$ cat src/rtl/sipo_rx_pkg.sv
// Shared types and sizing helpers for the serial word receiver.
// Imported by the shift core and the output-buffer top level.
package sipo_rx_pkg;

    typedef enum logic {BUF_EMPTY = 1'b0, BUF_FULL = 1'b1} buf_state_t;

    // Counter width able to hold 0..width.
    function automatic int count_w(input int width);
        return $clog2(width + 32'sd1);
    endfunction

endpackage

$ cat src/rtl/sipo_word_receiver_if.sv
// Word-level valid/ready handshake between the receiver and its consumer.
interface sipo_word_receiver_if #(parameter int WIDTH = 32'sd4);
    logic [WIDTH-1:0] word_out;
    logic             word_valid;
    logic             word_ready;

    modport master (output word_out, output word_valid, input word_ready);
    modport slave  (input word_out, input word_valid, output word_ready);
endinterface

$ cat src/rtl/sipo_shift_core.sv
// Shift register and bit counter: assembles serial bits into words and
// pulses done in the cycle the final bit of a word is sampled.
module sipo_shift_core
    import sipo_rx_pkg::*;
#(
    parameter int WIDTH     = 32'sd4,
    parameter bit LSB_FIRST = 1'b1
) (
    input  logic                        clk,
    input  logic                        reset,
    input  logic                        clear,
    input  logic                        frame_start,
    input  logic                        bit_valid,
    input  logic                        bit_in,
    output logic [WIDTH-1:0]            word,
    output logic                        done,
    output logic [count_w(WIDTH)-1:0]   bit_count
);
    localparam int CW = count_w(WIDTH);
    localparam logic [CW-1:0] LAST_CNT = CW'(WIDTH - 32'sd1);
    localparam logic [CW-1:0] ONE_CNT  = CW'(32'sd1);

    logic [WIDTH-1:0] shreg_r;
    logic [CW-1:0]    count_r;
    logic [WIDTH-1:0] base_s;
    logic [WIDTH-1:0] shift_s;
    logic [CW-1:0]    cnt_base_s;
    logic [CW-1:0]    cnt_next_s;
    logic             done_s;

    // Next shift/count state; frame_start realigns before the new bit is taken.
    always_comb begin
        base_s     = shreg_r;
        cnt_base_s = count_r;
        shift_s    = shreg_r;
        cnt_next_s = count_r;
        done_s     = 1'b0;
        if (frame_start) begin
            base_s     = {WIDTH{1'b0}};
            cnt_base_s = {CW{1'b0}};
        end else begin
            base_s     = shreg_r;
            cnt_base_s = count_r;
        end
        if (bit_valid) begin
            if (LSB_FIRST) begin
                shift_s = {bit_in, base_s[WIDTH-1:1]};
            end else begin
                shift_s = {base_s[WIDTH-2:0], bit_in};
            end
            if (cnt_base_s == LAST_CNT) begin
                cnt_next_s = {CW{1'b0}};
                done_s     = 1'b1;
            end else begin
                cnt_next_s = cnt_base_s + ONE_CNT;
                done_s     = 1'b0;
            end
        end else begin
            shift_s    = base_s;
            cnt_next_s = cnt_base_s;
            done_s     = 1'b0;
        end
    end

    // Shift register and bit counter state.
    always_ff @(posedge clk or posedge reset) begin
        if (reset) begin
            shreg_r <= {WIDTH{1'b0}};
            count_r <= {CW{1'b0}};
        end else if (clear) begin
            shreg_r <= {WIDTH{1'b0}};
            count_r <= {CW{1'b0}};
        end else begin
            shreg_r <= shift_s;
            count_r <= cnt_next_s;
        end
    end

    assign word      = shift_s;
    assign done      = done_s;
    assign bit_count = count_r;

endmodule

$ cat src/rtl/sipo_word_receiver.sv
// Serial-in/parallel-out word receiver: one-entry output buffer with
// valid/ready handshake and a sticky overflow flag for dropped words.
module sipo_word_receiver
    import sipo_rx_pkg::*;
#(
    parameter int WIDTH     = 32'sd4,
    parameter bit LSB_FIRST = 1'b1
) (
    input  logic                        clk,
    input  logic                        reset,
    input  logic                        clear,
    input  logic                        frame_start,
    input  logic                        bit_valid,
    input  logic                        bit_in,
    sipo_word_receiver_if.master        bus,
    output logic                        overflow,
    output logic [count_w(WIDTH)-1:0]   bit_count
);
    logic [WIDTH-1:0] word_s;
    logic             done_s;
    buf_state_t       state_r;
    logic [WIDTH-1:0] word_r;
    logic             valid_r;
    logic             overflow_r;

    sipo_shift_core #(
        .WIDTH     (WIDTH),
        .LSB_FIRST (LSB_FIRST)
    ) u_core (
        .clk         (clk),
        .reset       (reset),
        .clear       (clear),
        .frame_start (frame_start),
        .bit_valid   (bit_valid),
        .bit_in      (bit_in),
        .word        (word_s),
        .done        (done_s),
        .bit_count   (bit_count)
    );

    // Output buffer FSM; a completion while full and stalled is dropped.
    always_ff @(posedge clk or posedge reset) begin
        if (reset) begin
            state_r    <= BUF_EMPTY;
            word_r     <= {WIDTH{1'b0}};
            valid_r    <= 1'b0;
            overflow_r <= 1'b0;
        end else if (clear) begin
            state_r    <= BUF_EMPTY;
            word_r     <= {WIDTH{1'b0}};
            valid_r    <= 1'b0;
            overflow_r <= 1'b0;
        end else begin
            case (state_r)
                BUF_EMPTY: begin
                    if (done_s) begin
                        state_r <= BUF_FULL;
                        word_r  <= word_s;
                        valid_r <= 1'b1;
                    end else begin
                        valid_r <= 1'b0;
                    end
                end
                BUF_FULL: begin
                    if (done_s && bus.word_ready) begin
                        word_r  <= word_s;
                        valid_r <= 1'b1;
                    end else if (done_s) begin
                        overflow_r <= 1'b1;
                        valid_r    <= 1'b1;
                    end else if (bus.word_ready) begin
                        state_r <= BUF_EMPTY;
                        valid_r <= 1'b0;
                    end else begin
                        valid_r <= 1'b1;
                    end
                end
                default: begin
                    state_r <= BUF_EMPTY;
                    valid_r <= 1'b0;
                end
            endcase
        end
    end

    assign bus.word_out   = word_r;
    assign bus.word_valid = valid_r;
    assign overflow       = overflow_r;

endmodule
$ cat src/flat_wrapper.sv
// flat-port wrapper written by rule: the top's interface ports become plain ports
module sipo_word_receiver_flat import sipo_rx_pkg::*;
#(
    parameter int WIDTH     = 32'sd4,
    parameter bit LSB_FIRST = 1'b1
)
  (clk, reset, clear, frame_start, bit_valid, bit_in, overflow, bit_count, bus_word_out, bus_word_valid, bus_word_ready);
  sipo_word_receiver_if #(.WIDTH(WIDTH)) bus_i ();
  input  logic clk;
  input  logic reset;
  input  logic clear;
  input  logic frame_start;
  input  logic bit_valid;
  input  logic bit_in;
  output logic overflow;
  output logic [count_w(WIDTH)-1:0] bit_count;
  output wire logic [$bits(bus_i.word_out)-1:0] bus_word_out;
  output wire logic [$bits(bus_i.word_valid)-1:0] bus_word_valid;
  input wire logic [$bits(bus_i.word_ready)-1:0] bus_word_ready;
  assign bus_word_out = bus_i.word_out;
  assign bus_word_valid = bus_i.word_valid;
  assign bus_i.word_ready = bus_word_ready;
  sipo_word_receiver #(.WIDTH(WIDTH), .LSB_FIRST(LSB_FIRST)) u_core (.clk(clk), .reset(reset), .clear(clear), .frame_start(frame_start), .bit_valid(bit_valid), .bit_in(bit_in), .bus(bus_i), .overflow(overflow), .bit_count(bit_count));
endmodule
$ cat config.mk
export PLATFORM = sky130hd
export DESIGN_NAME = sipo_word_receiver_flat
export DESIGN_NICKNAME = d
export VERILOG_FILES = /design/src/rtl/sipo_rx_pkg.sv /design/src/rtl/sipo_word_receiver_if.sv /design/src/rtl/sipo_shift_core.sv /design/src/rtl/sipo_word_receiver.sv /design/src/flat_wrapper.sv
export SDC_FILE = /design/constraint.sdc
export NUM_CORES = 1
export LEC_CHECK = 0
export ABC_CLOCK_PERIOD_IN_PS = 1500
export CORE_ASPECT_RATIO = 1.4
export CORE_MARGIN = 3
export CORE_UTILIZATION = 30
export DETAILED_ROUTE_END_ITERATION = 7
export GPL_TIMING_DRIVEN = 0
export PLACE_DENSITY = 0.53
export SYNTH_ARGS = -nofsm -noshare
export SYNTH_HDL_FRONTEND = slang
export SYNTH_SLANG_ARGS = --single-unit
$ cat constraint.sdc
create_clock -name clk -period 1.5 [get_ports clk]
set_input_delay 0.15 -clock clk [delete_from_list [all_inputs] [get_ports clk]]
set_output_delay 0.15 -clock clk [all_outputs]
set_load 0.005 [all_outputs]
==> metrics.md, run 1 <==
| Metric | Value |
|---|---|
| Post-DP Area | `790 um2` |
| Met3 WL | `61 um` |
| First-pass GRT wire length | `~2200 um` |
| Largest net degree at the start of global routing | `14` |
| Synth area leaders | `dfrtp_1 (52%), mux2i_1 (6.4%), nor2b_1 (6.0%), mux2_2 (5.4%), nor2_1 (3.6%)` |
| Sw power | `between 0.15 and 0.2 mW` |
| Fmax | `682 MHz` |
| Antenna violations before repair | `0` |
| Maxcap violations | `0` |
| CP delay by family, top | `simple AND/OR/NAND/NOR gates` |
| CTS tree | `done` |
| Fillcell total | `206` |
| Comb power frac | `10.2%` |
| Worst VDD drop | `~0.45 mV` |
| Area of the multi-input gates | `between 300 and 400 um2` |
| Worst Path Buf+Inv | `0` |
| Critical-path maximum fanout | `4` |
| Vias | `456` |
| Post-place setup slack | `-0.0947 ns` |
| Final min period | `1.47 ns` |
| CP Launch Type | `flip-flop` |
| Sequential share of power | `55.3%` |
| Gr ovfl total | `0` |
| Status | `finished clean` |
| Share of cells above drive strength 1 | `28.8%` |
| Nets | `82` |
| Most frequent cells in the layout | `clkdlybuf4s50_1 (13), dfrtp_1 (13), nor2_1 (6)` |
| DP Wirelength | `838 um` |
| Final cycle utilization of the critical path | `97.8%` |
| Mapped Cells | `53` |
| Clock power share | `34.5%` |
| Setup ws final | `0.0335 ns` |
| # DRC | `0` |
| 1st-iter DRT viols | `4` |
| Crit path kind | `reg -> reg` |
| Critical Path AT | `1.63 ns` |
| DIE AREA | `0.00269 mm2` |
| Syn_nets | `61` |
| Hold Crit Class | `in -> async` |
| Pwr/cell area | `740 mW/mm2` |
| Post-DRT Antenna Nets | `0` |
| Hold Violations, Final | `0` |
| Yosys warns | `0` |
| Netlist cell types | `23` |
| Drt pass-1 iters | `2` |
| Setup TNS | `0 ns` |
| Antenna diodes | `0` |
| Routed wire length | `1250 um` |
| Worst Tran Pin Value | `0.510 ns` |
| Pleak | `0.388 nW` |
| Internal | `a little under 0.5 mW` |
| Unrepaired setup endpoints after global routing | `true` |
| Num rows | `19` |
| Synthesized area per cell | `11.9 um2` |
| Routability-driven placement congestion ratio | `0.680` |
| Hold_buf cts | `0` |
| Clk root buf | `clkbuf_4` |
| Sink Count | `13` |
| Core footprint | `0.00197 mm2` |
| Wire length on met2 | `about 600 um` |
| Sw Share | `24.0%` |
| Total GRT Usage | `11.6%` |
| H-tree depth | `1` |
| Die Span Y | `about 60 um` |
| Initial core utilization | `about a third` |
| Clock Tree Buf Depth | `2` |
| Final Skew | `0.00262 ns` |
| R2R Setup Slk | `0.03 ns` |
| CTS Buf Count | `3` |
| Finished Cell Area | `872 um2` |
| Final Slew Violations | `0` |
| Slowest stage cell, crit path | `dfrtp_1` |
| CP cell instances | `nor2b_4 -> ha_4 -> nand2_4 -> nor3_4 -> mux2_4` |
| Register area | `325 um2` |
| Ports | `16` |
| Synthesized flop and latch total | `13` |
| DIE WIDTH | `around 45 um` |
| Skew-Pair Late Insertion Delay | `around 0.28 ns` |
| Layout area overhead | `38.8%` |
| Netlist Area Pre-Place | `around 630 um2` |
| Critical Path End Type | `flip-flop` |
| Clock Pin Slew Worst Setup and Hold Paths | `about 0.080 ns` |
| Via density | `between 4 and 5` |
| IO buf count | `13` |
| Critical Path RT | `roughly 1.7 ns` |
| Area leader, netlist | `dfrtp_1` |
| Final setup violation count | `0` |
| DRT met1 WL | `551 um` |
| Vias in the first global route | `504` |
| Wire per inst | `13.3 um` |
| Share of Yosys cell area claimed by the top area cell type | `51.8%` |
| Worst path max stage delay | `0.35 ns` |
| Slew headroom | `66.0%` |
| Top Metal Used | `met4` |
| Register area share after synthesis | `51.8%` |
[power by group through the flow]
stage | combinational, mW | sequential, mW | clock, mW
floorplan | 0.0348 | 0.364 | 0
global placement | 0.0607 | 0.363 | 0
detailed placement | 0.0607 | 0.364 | 0
CTS | 0.0652 | 0.357 | 0.229
global route | 0.0732 | 0.357 | 0.245
finish | 0.0661 | 0.357 | 0.223
[registers in the layout, indices dropped and copies added, names as in the netlist]
| register | cells |
|---|---|
| u_core.u_core.bit_count | 3 |
| u_core.bus.word_out | 4 |
| u_core.u_core.shreg_r | 4 |
| u_core.bus.word_valid | 1 |
| u_core.overflow | 1 |
[metrics by stage]
| step | power [mW] | std cells | hold WS, ns | util, % |
|---|---|---|---|---|
| floorplan | 0.398 | 53 | 0.0270 | - |
| global placement | 0.424 | 87 | 0.477 | 40.0 |
| detailed placement | 0.424 | 87 | 0.488 | 40.0 |
| CTS | 0.650 | 93 | 0.191 | 43.8 |
| global route | 0.676 | 94 | 0.210 | 44.2 |
| finish | 0.645 | 94 | 0.192 | 44.2 |
[Yosys cell counts (all sizes together)]
library cell   n
a41oi          1
ha             1
inv            1
a31oi          1
and3           1
buf            2
mux2i          4
dfrtp         13
or4            1
nor2           6
nor3           4
nand2          1
a21oi          1
nor2b          7
nand2b         2
clkbuf         1
mux2           3
xnor2          1
o22ai          1
nor3b          1
[timing repair]
| action | 4_1_cts | 5_1_grt |
|---|---|---|
| pin swaps | 3 | 3 |
| buffers inserted | 2 | 1 |
| resized for setup | 7 | 0 |
| setup endpoints to repair | 4 | 4 |
[cells by family after synthesis]
family	Yosys count	share of synthesized area, %
AOI/OAI and AO/OA	4	5.18
xor gates and xnor gates	1	1.39
adders and majority gates	1	1.99
buffers and inverters	4	3.98
DFF	13	51.8
muxes	7	11.8
and+or+nand+nor	23	23.9
[layer usage]
layer	vias to the layer above	global-route usage (%)
met4	0	9.05
met1	217	13.6
met5	-	0
met3	4	1.81
met2	13	18.3
li1	222	-
[path summary, 6_finish.rpt]
check,end,cells past startpoint,from
hold / removal,u_core.overflow,2,reset
setup reg to reg,u_core.bus.word_out[1],5,u_core.u_core.bit_count[1]
min in group clk,u_core.u_core.bit_count[0],3,bit_valid
setup / recovery,u_core.bus.word_out[1],5,u_core.u_core.bit_count[1]
hold reg to reg,u_core.overflow,2,u_core.overflow
max in group asynchronous,u_core.u_core.shreg_r[1],2,reset
[final cells by class]
| cell class | instances | share of cell area, % |
|---|---|---|
| flip-flops and latches | 13 | 37.3 |
| clock buffers | 4 | 3.01 |
| well taps | 21 | 3.01 |
| multi-input cells | 36 | 36.3 |
| inverters | 1 | 0.430 |
| plain buffers | 3 | 2.44 |
| repair buffers | 16 | 17.5 |
[worst reg2reg max path, delay by kind of cell, from the launching register on]
kind / cells / cell delay [ns]
adder cells (fa/ha/maj): 1 / 0.17
flip-flops: 1 / 0.35
multiplexers: 1 / 0.33
AND/OR/NAND/NOR: 3 / 0.52
(Power assumes the default switching activity.)
==> inputs of run 2 (changes only) <==
--- a/config.mk
+++ b/config.mk
@@ -12,6 +12,7 @@
 export DETAILED_ROUTE_END_ITERATION = 7
 export GPL_TIMING_DRIVEN = 0
 export PLACE_DENSITY = 0.53
+export SLEW_MARGIN = 30
 export SYNTH_ARGS = -nofsm -noshare
 export SYNTH_HDL_FRONTEND = slang
 export SYNTH_SLANG_ARGS = --single-unit
==> results of run 2 <==
The final DEF is identical to that of run 1; final timing and power are the same.
